$ cat config.mk
export PLATFORM = sky130hd
export DESIGN_NAME = gpu_operand_fetch
export DESIGN_NICKNAME = d
export VERILOG_FILES = /design/src/rtl/gpu_pkg.sv /design/src/rtl/gpu_fwd_mux.sv /design/src/rtl/gpu_operand_fetch.sv
export SDC_FILE = /design/constraint.sdc
export NUM_CORES = 1
export LEC_CHECK = 0
export BUFFER_PORTS_ARGS = -buffer_cell sky130_fd_sc_hd__buf_4
export CORE_ASPECT_RATIO = 1.25
export CORE_MARGIN = 2
export CORE_UTILIZATION = 55
export DETAILED_ROUTE_END_ITERATION = 10
export PLACE_DENSITY = 0.86
export REMOVE_ABC_BUFFERS = 1
export SYNTH_ARGS = -nofsm -noshare
export SYNTH_HDL_FRONTEND = slang
export SYNTH_HIERARCHICAL = 1
export SYNTH_SLANG_ARGS = --single-unit
$ cat constraint.sdc
create_clock -name sys_clk -period 3.2 [get_ports sys_clk]
set_clock_uncertainty 0.05 [all_clocks]
set_input_delay 0.48 -clock sys_clk [delete_from_list [all_inputs] [get_ports sys_clk]]
set_output_delay 0.48 -clock sys_clk [all_outputs]
set_load 0.005 [all_outputs]
$ cat src/rtl/gpu_pkg.sv
// Shared register-file definitions for the GPU/DSP operand path.
//   RF_AW / RF_DW : register-file address and data widths
//   rf_addr_t     : {bank, reg[4:0]} address
//   rf_addr()     : builds a register-file address from bank and register number
package gpu_pkg;
    localparam int RF_AW = 6;
    localparam int RF_DW = 32;

    typedef logic [RF_AW-1:0] rf_addr_t;

    function automatic rf_addr_t rf_addr(input logic bank, input logic [4:0] rnum);
        return {bank, rnum};
    endfunction
endpackage

$ cat src/rtl/gpu_fwd_mux.sv
// Write-back forwarding select for one operand.
//   fwd_en/fwd_addr/fwd_data : write-back seen in the cycle the RAM read was issued
//   addr                     : address that read was for
//   rd_data                  : word returned by the RAM (stale on a same-cycle write)
//   data                     : forwarded or RAM data
import gpu_pkg::*;

module gpu_fwd_mux #(
    parameter int AW = RF_AW,
    parameter int DW = RF_DW
) (
    input  logic          fwd_en,
    input  logic [AW-1:0] fwd_addr,
    input  logic [DW-1:0] fwd_data,
    input  logic [AW-1:0] addr,
    input  logic [DW-1:0] rd_data,
    output logic [DW-1:0] data
);
    // Full address compare, so the bank bit takes part in the match.
    assign data = (fwd_en && (fwd_addr == addr)) ? fwd_data : rd_data;
endmodule

$ cat src/rtl/gpu_operand_fetch.sv
// Operand-fetch stage in front of the 64x32 dual-port register file.
// Pipeline: S0 (addresses driven from in_*) -> S1 (RAM data + forwarding) -> OUT (registered).
//   sys_clk, resetl          : clock, async active-low reset
//   in_valid/in_ready        : issue handshake; in_bank/in_srca/in_srcb/in_useb describe the sources
//   wb_en/wb_addr/wb_data    : write-back request, always owns RAM port B
//   rf_aa/rf_ab/rf_nwea/rf_nweb/rf_db/rf_qa/rf_qb : RAM ports (read data one clock after address)
//   out_valid/out_ready      : ALU handshake; out_opa/out_opb operands (out_opb=0 when B unused)
import gpu_pkg::*;

module gpu_operand_fetch #(
    parameter int AW = RF_AW,
    parameter int DW = RF_DW
) (
    input  logic          sys_clk,
    input  logic          resetl,
    input  logic          in_valid,
    output logic          in_ready,
    input  logic          in_bank,
    input  logic [4:0]    in_srca,
    input  logic [4:0]    in_srcb,
    input  logic          in_useb,
    input  logic          wb_en,
    input  logic [AW-1:0] wb_addr,
    input  logic [DW-1:0] wb_data,
    output logic [AW-1:0] rf_aa,
    output logic [AW-1:0] rf_ab,
    output logic          rf_nwea,
    output logic          rf_nweb,
    output logic [DW-1:0] rf_db,
    input  logic [DW-1:0] rf_qa,
    input  logic [DW-1:0] rf_qb,
    output logic          out_valid,
    input  logic          out_ready,
    output logic [DW-1:0] out_opa,
    output logic [DW-1:0] out_opb
);
    logic          wb_go;
    logic          s1_valid, s1_useb, s1_stall, load_out, accept;
    logic [AW-1:0] s1_aa, s1_ab, src_aa, src_ab;
    logic          fwd_en, rd_b;
    logic [AW-1:0] fwd_addr;
    logic [DW-1:0] fwd_data, b_keep, s1_rdb, s1_fa, s1_fb, s1_opb;

    // A write-back is suppressed while reset is held so nothing reaches the RAM.
    assign wb_go    = wb_en & resetl;

    assign s1_stall = s1_valid & out_valid & ~out_ready;
    assign load_out = s1_valid & ~s1_stall;
    assign in_ready = ~(wb_go & in_useb) & ~s1_stall;
    assign accept   = in_valid & in_ready;

    assign src_aa   = rf_addr(in_bank, in_srca);
    assign src_ab   = rf_addr(in_bank, in_srcb);

    // While S1 is stalled its addresses are re-read every cycle so writes
    // landing during the stall are observed; write-back still wins port B.
    always_comb begin
        rf_aa = '0;
        rf_ab = '0;
        if (resetl) begin
            rf_aa = s1_stall ? s1_aa : src_aa;
            if (wb_go)         rf_ab = wb_addr;
            else if (s1_stall) rf_ab = s1_ab;
            else               rf_ab = src_ab;
        end
    end

    assign rf_nwea = 1'b1;
    assign rf_nweb = ~wb_go;
    assign rf_db   = wb_data;

    // If port B was taken by a write-back last cycle, rf_qb is not ours:
    // fall back on the B word captured the cycle before.
    assign s1_rdb = rd_b ? rf_qb : b_keep;

    gpu_fwd_mux #(.AW(AW), .DW(DW)) u_fwd_a (
        .fwd_en(fwd_en), .fwd_addr(fwd_addr), .fwd_data(fwd_data),
        .addr(s1_aa), .rd_data(rf_qa), .data(s1_fa)
    );

    gpu_fwd_mux #(.AW(AW), .DW(DW)) u_fwd_b (
        .fwd_en(fwd_en), .fwd_addr(fwd_addr), .fwd_data(fwd_data),
        .addr(s1_ab), .rd_data(s1_rdb), .data(s1_fb)
    );

    assign s1_opb = s1_useb ? s1_fb : '0;

    // Write-back of the read cycle, replayed against the data returned next cycle
    // (the RAM returns OLD_DATA on a same-cycle read/write).
    always_ff @(posedge sys_clk or negedge resetl) begin
        if (!resetl) begin
            fwd_en   <= 1'b0;
            fwd_addr <= '0;
            fwd_data <= '0;
            rd_b     <= 1'b1;
            b_keep   <= '0;
        end else begin
            fwd_en   <= wb_en;
            fwd_addr <= wb_addr;
            fwd_data <= wb_data;
            rd_b     <= ~wb_en;
            if (s1_valid) b_keep <= s1_fb;
        end
    end

    always_ff @(posedge sys_clk or negedge resetl) begin
        if (!resetl) begin
            s1_valid <= 1'b0;
            s1_useb  <= 1'b0;
            s1_aa    <= '0;
            s1_ab    <= '0;
        end else if (accept) begin
            s1_valid <= 1'b1;
            s1_useb  <= in_useb;
            s1_aa    <= src_aa;
            s1_ab    <= src_ab;
        end else if (load_out) begin
            s1_valid <= 1'b0;
        end
    end

    always_ff @(posedge sys_clk or negedge resetl) begin
        if (!resetl) begin
            out_valid <= 1'b0;
            out_opa   <= '0;
            out_opb   <= '0;
        end else if (load_out) begin
            out_valid <= 1'b1;
            out_opa   <= s1_fa;
            out_opb   <= s1_opb;
        end else if (out_ready) begin
            out_valid <= 1'b0;
        end
    end
endmodule

## Word-level counts from Yosys, hierarchy flattened

Cells that the tools add are included.

- Logic and storage cells: 43
- Flip-flop bits (word level): 151
- Input port bits: 119
- Output and inout bits: 112

- Reductions and logical operators: 4
- Multiplexer cells: 13
- Bitwise logic cells: 12
- Equality and inequality tests: 2

Operator list:

| kind | count |
|---|---|
| 32-bit 2-to-1 mux | 4 |
| 6-bit 2-to-1 mux | 5 |
| 6-bit equality test | 2 |
| 1-bit AND | 7 |
| 1-bit inverter | 5 |
| 1-bit 2-to-1 mux | 4 |
| 2-bit nonzero test | 2 |
| 1-bit logical AND | 2 |

## Depth between registers and ports, before layout

Gate-level depths: netlist of the first run.

- Depth in word-level cells: 6
- Mapped depth: 6
- Gate-level depth less buffers: 5

## Hierarchy

Netlist of the first run, hierarchy kept.

Modules (own cells, without submodules):

| module | times used | cells each | area an instance (sq um) | seq. area each (sq um) |
|---|---|---|---|---|
| gpu_operand_fetch | 1 | 406 | 6018.3 | 3754.9 |
| gpu_fwd_mux | 2 | 43 | 474.2 | 0.0 |

## Least setup slack after synthesis of the first run

OpenSTA, ideal clock, no wires.

- Path type: register -> register
- Start: reg s1_aa[5] (netlist name)
- End: reg b_keep[10]
- Data arrival time: 1.773 ns
- Period minus slack after synthesis: 1.948 ns
- Stages on the path, launching flop included: 7
- Path slack: 1.252 ns
- Buffers on the path: 1
- Library setup time: 0.125 ns
- Required time: 3.025 ns
- Path through: dfrtp_1 > xnor2_1 > nand4_1 > nor4_4 > buf_6 > mux2_2 > mux2_2

RTL lines:

| element | line | text |
|---|---|---|
| end signal, assigned | gpu_operand_fetch.sv:96 | `b_keep <= '0;` |
| end signal, assigned | gpu_operand_fetch.sv:102 | `if (s1_valid) b_keep <= s1_fb;` |
| end, declared | gpu_operand_fetch.sv:42 | `logic [DW-1:0] fwd_data, b_keep, s1_rdb, s1_fa, s1_fb, s1_opb;` |

## Final worst setup path of the first run

- Start: reg s1_valid
- End: out rf_aa[3]

- Cells in the longest elaborated chain, start to end: 4

Ends and longest elaborated chain:

| element | line | text |
|---|---|---|
| start, declared | gpu_operand_fetch.sv:38 | `logic s1_valid, s1_useb, s1_stall, load_out, accept;` |
| start signal, assigned | gpu_operand_fetch.sv:108 | `s1_valid <= 1'b0;` |
| start signal, assigned | gpu_operand_fetch.sv:113 | `s1_valid <= 1'b1;` |
| start signal, assigned | gpu_operand_fetch.sv:118 | `s1_valid <= 1'b0;` |
| 1-bit AND (2 in a row) | gpu_operand_fetch.sv:47 | `assign s1_stall = s1_valid & out_valid & ~out_ready;` |
| 6-bit 2-to-1 mux | gpu_operand_fetch.sv:61 | `rf_aa = s1_stall ? s1_aa : src_aa;` |
| 6-bit 2-to-1 mux | gpu_operand_fetch.sv:60 | `if (resetl) begin` |
| end, declared | gpu_operand_fetch.sv:25 | `output logic [AW-1:0] rf_aa,` |

Every way passes these cells.

==> results of run 1 <==
power by group through the flow:
stage                     clock network, uW  logic, uW  registers [uW]
after floorplan                           0        616            2480
after global placement                    0       1240            2490
after detailed placement                  0       1290            2510
after CTS                              2110       1300            2480
after global routing                   2190       1390            2530
final                                  2070       1280            2480
Yosys cell counts, types with 3 or more instances:
| library cell | instances |
|---|---|
| sky130_fd_sc_hd__a21boi_0 | 6 |
| sky130_fd_sc_hd__a31oi_1 | 8 |
| sky130_fd_sc_hd__a32o_1 | 32 |
| sky130_fd_sc_hd__buf_2 | 13 |
| sky130_fd_sc_hd__buf_4 | 35 |
| sky130_fd_sc_hd__buf_6 | 15 |
| sky130_fd_sc_hd__clkbuf_1 | 3 |
| sky130_fd_sc_hd__dfrtp_1 | 149 |
| sky130_fd_sc_hd__mux2_1 | 6 |
| sky130_fd_sc_hd__mux2_2 | 165 |
| sky130_fd_sc_hd__nand2_1 | 25 |
| sky130_fd_sc_hd__o21ai_0 | 6 |
| sky130_fd_sc_hd__xnor2_1 | 6 |
| sky130_fd_sc_hd__xor2_1 | 6 |
registers in the layout, summed over array words and instances (netlist names):
signal,cells
s1_useb,1
rd_b,1
s1_aa,6
b_keep,32
out_opa,32
s1_valid,1
fwd_data,32
fwd_addr,6
out_opb,32
out_valid,1
fwd_en,1
s1_ab,5
cells by family after synthesis:
family	count (synthesis)	share of synthesized area, %
mux	171	27.6
flops	150	53.9
buf+inv	68	7.40
compound gates	52	6.39
simple gates	38	3.11
xor+xnor	12	1.51
other cells	1	0.0538
final timing paths:
| path | endpoint | slack [ns] | cells past startpoint |
|---|---|---|---|
| setup / recovery | rf_aa[3] | 0.49 | 4 |
| hold / removal | s1_ab[2] | 0.02 | 1 |
| setup reg to reg | out_opa[13] | 0.88 | 6 |
| hold reg to reg | out_opb[31] | 0.44 | 1 |
| max in group asynchronous | b_keep[18] | 2.18 | 2 |
| min in group sys_clk | fwd_addr[2] | 0.13 | 1 |
per-layer routing:
layer / part of all wire, % / routed length (um)
met5: 0 / 0
met4: 1.7 / 274
met3: 6.5 / 1050
met2: 53 / 8580
met1: 38 / 6160
worst max-delay path, cell delays in order (launching register included):
cell and delay (ns):
sky130_fd_sc_hd__dfrtp_2 0.77, sky130_fd_sc_hd__and3b_1 0.52, sky130_fd_sc_hd__nand2_1 0.09, sky130_fd_sc_hd__a21boi_0 0.24
sky130_fd_sc_hd__buf_4 0.16
cell type report:
type                    instances  area [um2]
well taps                     164         205
flip-flops and latches        150        3760
clock buffers                  19         453
multi-input cells             274        2700
repair buffers                236        1800
fillers                       811        3180
clock inverters                13         171
inverters                       2        7.51
metrics by stage:
stage | std cells | utilization [%]
CTS | 858 | 74.1
detailed placement | 826 | 69.0
global placement | 826 | 69.0
global route | 858 | 74.1
floorplan | 426 | -
finish | 858 | 74.1
==> summary.md, run 1 <==
The total non-filler cell area in the finished layout was 0.00909 mm2. In this run the worst hold path is classified as in2async. The run finished with clean final reports. The number of enable-type register cells in the synthesized netlist works out to 0. The first global-routing pass estimated 25800 um of wire. For the worst slew slack as a fraction of its limit, the log shows 58.1%. OpenSTA, run right after detailed placement, puts the worst setup slack at 0.886 ns.

Adding up every negative setup slack in the final design gives 0 ns. The number of vias per cell is 5.49. The clock tree root driver cell is sky130_fd_sc_hd__clkbuf_16. Synthesis handed over a netlist of 492 instances.

The tools report the initial standard-cell utilization of the core as 56.8%. The clock network burns 35.5% of the power. Setup slack on the critical path of the routed design comes to 0.485 ns.

The detailed placer's ending HPWL is 11100 um, and the number of vias after detailed routing is 4711. After the first detailed-routing iteration, the DRC count stood at 141. For this run, design rule violations remaining after detail routing come to 0. The number of buffers created by CTS is 17, and the final wirelength is 16100 um. In the global route stage, overall resource usage came out at 24.4%. The worst-path maximum fanout came out at 29.

The total power density per cell area is 642 mW/mm2, and the sum of internal, switching and leakage power is 5840 uW. Across the VDD grid, the largest voltage drop is 0.372 mV. Once the clock tree was built, the resizer swapped 0 gates to a different size.

The average instance area after synthesis came out at 14.2 um2. Among all flip-flop cells after synthesis, the most frequent one is sky130_fd_sc_hd__dfrtp_1. The run gives 0.41 ns as the clock insertion delay at the later pin of the skew report. The power dissipated by switching net loads was 1500 uW. The placeable core region is 0.0123 mm2.

In the layout the commonest cells are 233 x sky130_fd_sc_hd__buf_4, 165 x sky130_fd_sc_hd__mux2_2, 148 x sky130_fd_sc_hd__dfrtp_1. Ranked by total cell area, the synthesized netlist is headed by sky130_fd_sc_hd__dfrtp_1 54%, sky130_fd_sc_hd__mux2_2 27%, sky130_fd_sc_hd__a32o_1 4.6%, sky130_fd_sc_hd__buf_4 3.8%, sky130_fd_sc_hd__buf_6 2.4%. Global routing used 6.94% of the available met3 tracks. Fraction of layout cells with a size suffix above 1: 63.4%. The horizontal die dimension was 105 um. Entering global routing, the biggest net connects 94 pins. Tracing the worst setup path back leads to its startpoint at s1_valid. The tool flagged a number of max-cap violations equal to 0. For this run, global-route usage on met1 was measured as 27.8%.

In this run the critical register-to-register path is launched from s1_aa[5]. For the number of rows in the core area, the log shows 45. The internal power component is 4340 uW, and the number of endpoints with negative hold slack in the final report is 0. The fraction of power consumed by sequential logic was 42.5%; the number of register bits inferred by synthesis was 150. Based on the critical path, the design can be clocked at up to 368 MHz.

In the global route stage, met2 resource usage came out at 44.3%. Summing the sequential cell areas from Yosys gives 53.9% of the chip area. The tools report the number of iterations in the first detailed-routing pass as 4.

The number of buffers inserted to repair setup after CTS came out at 0. Combinational cells account for 22.0% of the total power. The worst path needs 2.71 ns of the cycle, external delays included. At the end of routability-driven placement, the weighted congestion stood at 0.755. Buffers inserted to repair hold after CTS numbered 0.

The post-synthesis to final-layout area growth is 30.5%, and the fraction of power spent switching nets is 25.7%. The synthesized netlist occupies a cell area of 0.00697 mm2. After global routing the overflow that remains totals 0. The number of nets with antenna violations after detailed routing came out at 0.

After synthesis, the largest area contributor takes up 53.5% of total cell area. Once placement finished, the instance area stood at 0.00847 mm2. The worst setup path is launched from a register. The max-slew violation count is 0.

The final cycle utilization of the critical path works out to 84.8%. The die covers 0.0136 mm2. Setup repair after global routing left no endpoint under its margin.

The H-tree level count came out at 4. The count of buffers added on input and output ports is 229. The count of antenna diodes in the layout is 0. The total of warnings raised by yosys is 6.

Kind of critical path: reg2out. At the pin with the least slew margin, the transition time is 0.629 ns. Leaving out fill and tap cells, the most frequent cell in the layout is sky130_fd_sc_hd__buf_4. The floorplan step set the die height to 130 um. Data on the critical path is required at its endpoint by 2.67 ns. For this design, the sink count on the clock tree is 150. Endpoint kind of the worst setup timing path: an output pin.

The I/O pin count is 231, and the average wire per cell in the routed design is 18.7 um. The logs give 0.00415 uW for the leakage power summed over all cells and 0.0202 ns for the worst hold slack. Via count of the first global-routing pass: 5172. Clock-pin slew was measured on the worst setup and hold paths at 0.07 ns.

The proportion of synthesized flip-flops having asynchronous set or reset is 100%. The dominant cell type by area after synthesis is sky130_fd_sc_hd__dfrtp_1. Setup violations remaining at the end of the flow were counted as 0. For this run, the post-layout net count is 800. For the initial antenna violation count, the log shows 0. TritonCTS built the clock tree.

Synthesis instantiated 27 different standard cells from the library. The tools report the buffer levels on the longest clock path as 2. met2 is the most crowded layer. The signal arrival time at the worst endpoint is 2.18 ns.
Power figures use the tool's default switching activity.
==> inputs of run 2 (changes only) <==
CORE_UTILIZATION = 51   (was 55)
PLACE_DENSITY = 0.81   (was 0.86)
clock period = 2.8 ns   (was 3.2 ns; I/O delays follow)
==> summary.md, run 2 (synthesis results as in run 1) <==
The tools report the clock tree root driver cell as sky130_fd_sc_hd__clkbuf_16 (unchanged). The via count of the first global-routing pass was 5113 (was 5172). The die outline area was 0.0146 mm2 (was 0.0136 mm2); the worst hold slack was 0.0645 ns (was 0.0202 ns). The horizontal die dimension is 109 um (was 105 um), and the placer's final routability congestion estimate is 0.776 (was 0.755). The worst reg2reg path depth is 5 (was 6), and the clock insertion delay at the later pin of the skew report is 0.42 ns (was 0.41 ns). The logs give 0 (unchanged) for the quantity of gates resized following cts and 150 (unchanged) for the number of clock sinks.

The tools report the number of nets with antenna violations after detailed routing as 0 (unchanged). The max-slew violation count is 0 (unchanged), and the number of vias per cell is 5.43 (was 5.49). Fraction of layout cells with a size suffix above 1: 63.1% (was 63.4%). The tools report the endpoint kind of the worst setup timing path as an output pin (unchanged). The leftover overflow at the end of global routing was 0 (unchanged).

The number of iterations in the first detailed-routing pass came out at 4 (unchanged). The post-synthesis to final-layout area growth was 30.7% (was 30.5%); the register-to-register setup slack was 0.56 ns (was 0.88 ns). The first-pass GRT wire length was 25400 um (was 25800 um); the post-place setup slack was 0.591 ns (was 0.886 ns). The post-layout worst setup margin was 0.460 ns (was 0.485 ns); the largest vdd supply drop was 0.369 mV (was 0.372 mV). The buffer levels on the longest clock path is 2 (unchanged), and the instance count on the critical path is 5 (was 4). The total power density per cell area was 718 mW/mm2 (was 642 mW/mm2); the setup total negative slack was 0 ns (unchanged). Most frequent cells in the layout: 237 x sky130_fd_sc_hd__buf_4, 165 x sky130_fd_sc_hd__mux2_2, 148 x sky130_fd_sc_hd__dfrtp_1 (was 233 x sky130_fd_sc_hd__buf_4, 165 x sky130_fd_sc_hd__mux2_2, 148 x sky130_fd_sc_hd__dfrtp_1). Final wirelength: 16100 um (about the same). Dividing the final minimum period by the clock period gives 83.6%. The run finished with clean final reports. For the initial detailed-routing violation count, the log shows 172 (was 141). Slowest stage cell on the critical path: sky130_fd_sc_hd__dlygate4sd3_1 (was sky130_fd_sc_hd__dfrtp_2). Count of antenna diodes in the layout: 0 (unchanged). The post-route DRC violation count came out at 0 (unchanged). The total non-filler cell area in the finished layout came out at 0.00910 mm2 (was 0.00909 mm2). Critical path, cell by cell: dlygate4sd3_1 > buf_6 > o21ai_0 > a31oi_1 > buf_4 (was and3b_1 > nand2_1 > a21boi_0 > buf_4). Number of endpoints with negative hold slack in the final report: 0 (unchanged). Nature of the critical path startpoint: an input pin (was a register).

Number of buffers and inverters on the critical path: 3 (was 1). Based on the critical path, the design can be clocked at up to 427 MHz. The worst slew slack as a fraction of its limit came out at 59.9% (was 58.1%). The signal arrival time at the worst endpoint is 1.87 ns (was 2.18 ns). The initial standard-cell utilization of the core was 52.4% (was 56.8%); the largest incremental delay on the critical path was 0.55 ns (was 0.77 ns). The detailed placer's ending HPWL came out at 11300 um (was 11100 um). The time the worst path needs with I/O delays and setup is 2.34 ns, and the number of buffers created by CTS is 17 (unchanged). The run gives 22.8% (was 24.4%) as the global routing usage summed across all routing layers. The worst-margin pin slew is 0.602 ns (was 0.629 ns). The most common cell after layout, fill and taps aside is sky130_fd_sc_hd__buf_4 (unchanged).

The vertical die dimension is 135 um (was 130 um). The count of buffers inserted at the top-level ports came out at 229 (unchanged). Type of the most critical hold path: in2reg (was in2async).

The I/O pin count is 231 (unchanged). Number of rows in the core area: 47 (was 45). The data required time of the worst path is 2.33 ns (was 2.67 ns), and the maximum number of pins on one net before global-route repair is 49 (was 94).

The clock transition time at the flip-flop clock pins of the worst setup and hold paths came out at 0.06 ns (was 0.07 ns). The average wire per cell in the routed design was 18.5 um (was 18.7 um). The number of cells on the worst hold path came out at 1.

The number of standard cells in the layout, taps in and fillers out came out at 870 (was 858). The number of instances in the placed design is 837 (was 826). The run gives 0.0133 mm2 (was 0.0123 mm2) as the placeable core region. The count of nets after finishing is 805 (was 800), and the worst-path maximum fanout is 48 (was 29). The tools report the initial antenna violation count as 0 (unchanged). The final count of negative-setup-slack endpoints was 0 (unchanged); the number of buffers inserted to repair setup after CTS was 0 (unchanged).

The run gives 0.00417 uW (was 0.00415 uW) as the leakage power summed over all cells. Kind of cell adding the most delay to the critical path: buffers and inverters (was flip-flops). The area after detailed placement was 0.00850 mm2 (was 0.00847 mm2). The number of maximum-capacitance violations was 0 (unchanged). TritonCTS built the clock tree.

Setup repair after global routing left no endpoint under its margin. The tools report the number of vias after detailed routing as 4724 (was 4711). The kind of critical path is in2out (was reg2out). The H-tree level count came out at 4 (unchanged).
## run 2: cell types whose count changed in the layout (fill, tap and decap cells not counted)
| cell | previous run | this run |
|---|---|---|
| sky130_fd_sc_hd__clkinvlp_4 | 5 | 1 |
| sky130_fd_sc_hd__clkinv_4 | 2 | 1 |
| sky130_fd_sc_hd__buf_4 | 233 | 237 |
| sky130_fd_sc_hd__dlygate4sd3_1 | 0 | 1 |
| sky130_fd_sc_hd__inv_6 | 3 | 0 |
| sky130_fd_sc_hd__clkbuf_1 | 0 | 3 |
| sky130_fd_sc_hd__clkinv_2 | 0 | 4 |
| sky130_fd_sc_hd__bufinv_16 | 3 | 2 |
| sky130_fd_sc_hd__clkbuf_8 | 2 | 4 |
## run 2: repair_timing
item / CTS / global route
endpoints found under the setup margin: 0 / 0
hold endpoints to repair: 30 / 0
hold buffers: 1 / 0
## run 2: final timing paths
| path | startpoint | endpoint |
|---|---|---|
| min reg2reg | out_opb[8] | out_opb[8] |
| min in group asynchronous | resetl | out_opa[8] |
| min | wb_addr[1] | fwd_addr[1] |
| max | resetl | rf_ab[2] |
| max in group asynchronous | resetl | out_opa[17] |
| max reg2reg | s1_ab[1] | b_keep[21] |
## run 2: stage by stage
stage,utilization [%],power (uW)
after global routing,68.5,6870
final,68.5,6540
after CTS,68.5,6600
after global placement,64.0,4250
after detailed placement,64.0,4350
after floorplan,-,3540
## run 2: layout make-up
type | count | area, um2
flip-flops and latches | 150 | 3760
fillers | 953 | 4190
repair buffers | 241 | 1840
multi-input cells | 274 | 2700
clock inverters | 8 | 96.3
well taps | 171 | 214
inverters | 2 | 7.51
clock buffers | 24 | 492
## run 2: where the power goes
part / internal (uW) / switching, uW / leakage [uW] / total (uW)
Combinational: 921 / 564 / 0.00209 / 1490
Sequential: 2580 / 242 / 0.00179 / 2820
Clock: 1400 / 834 / 0.000290 / 2230
Total: 4900 / 1640 / 0.00417 / 6540
## run 2: per-layer routing
metal / vias to the layer above / global-route usage [%] / routed length, um
li1: 2142 / - / -
met1: 2384 / 24.7 / 5970
met2: 169 / 41.3 / 8770
met3: 29 / 6.61 / 948
met4: 0 / 9.19 / 412
met5: - / 0 / 0
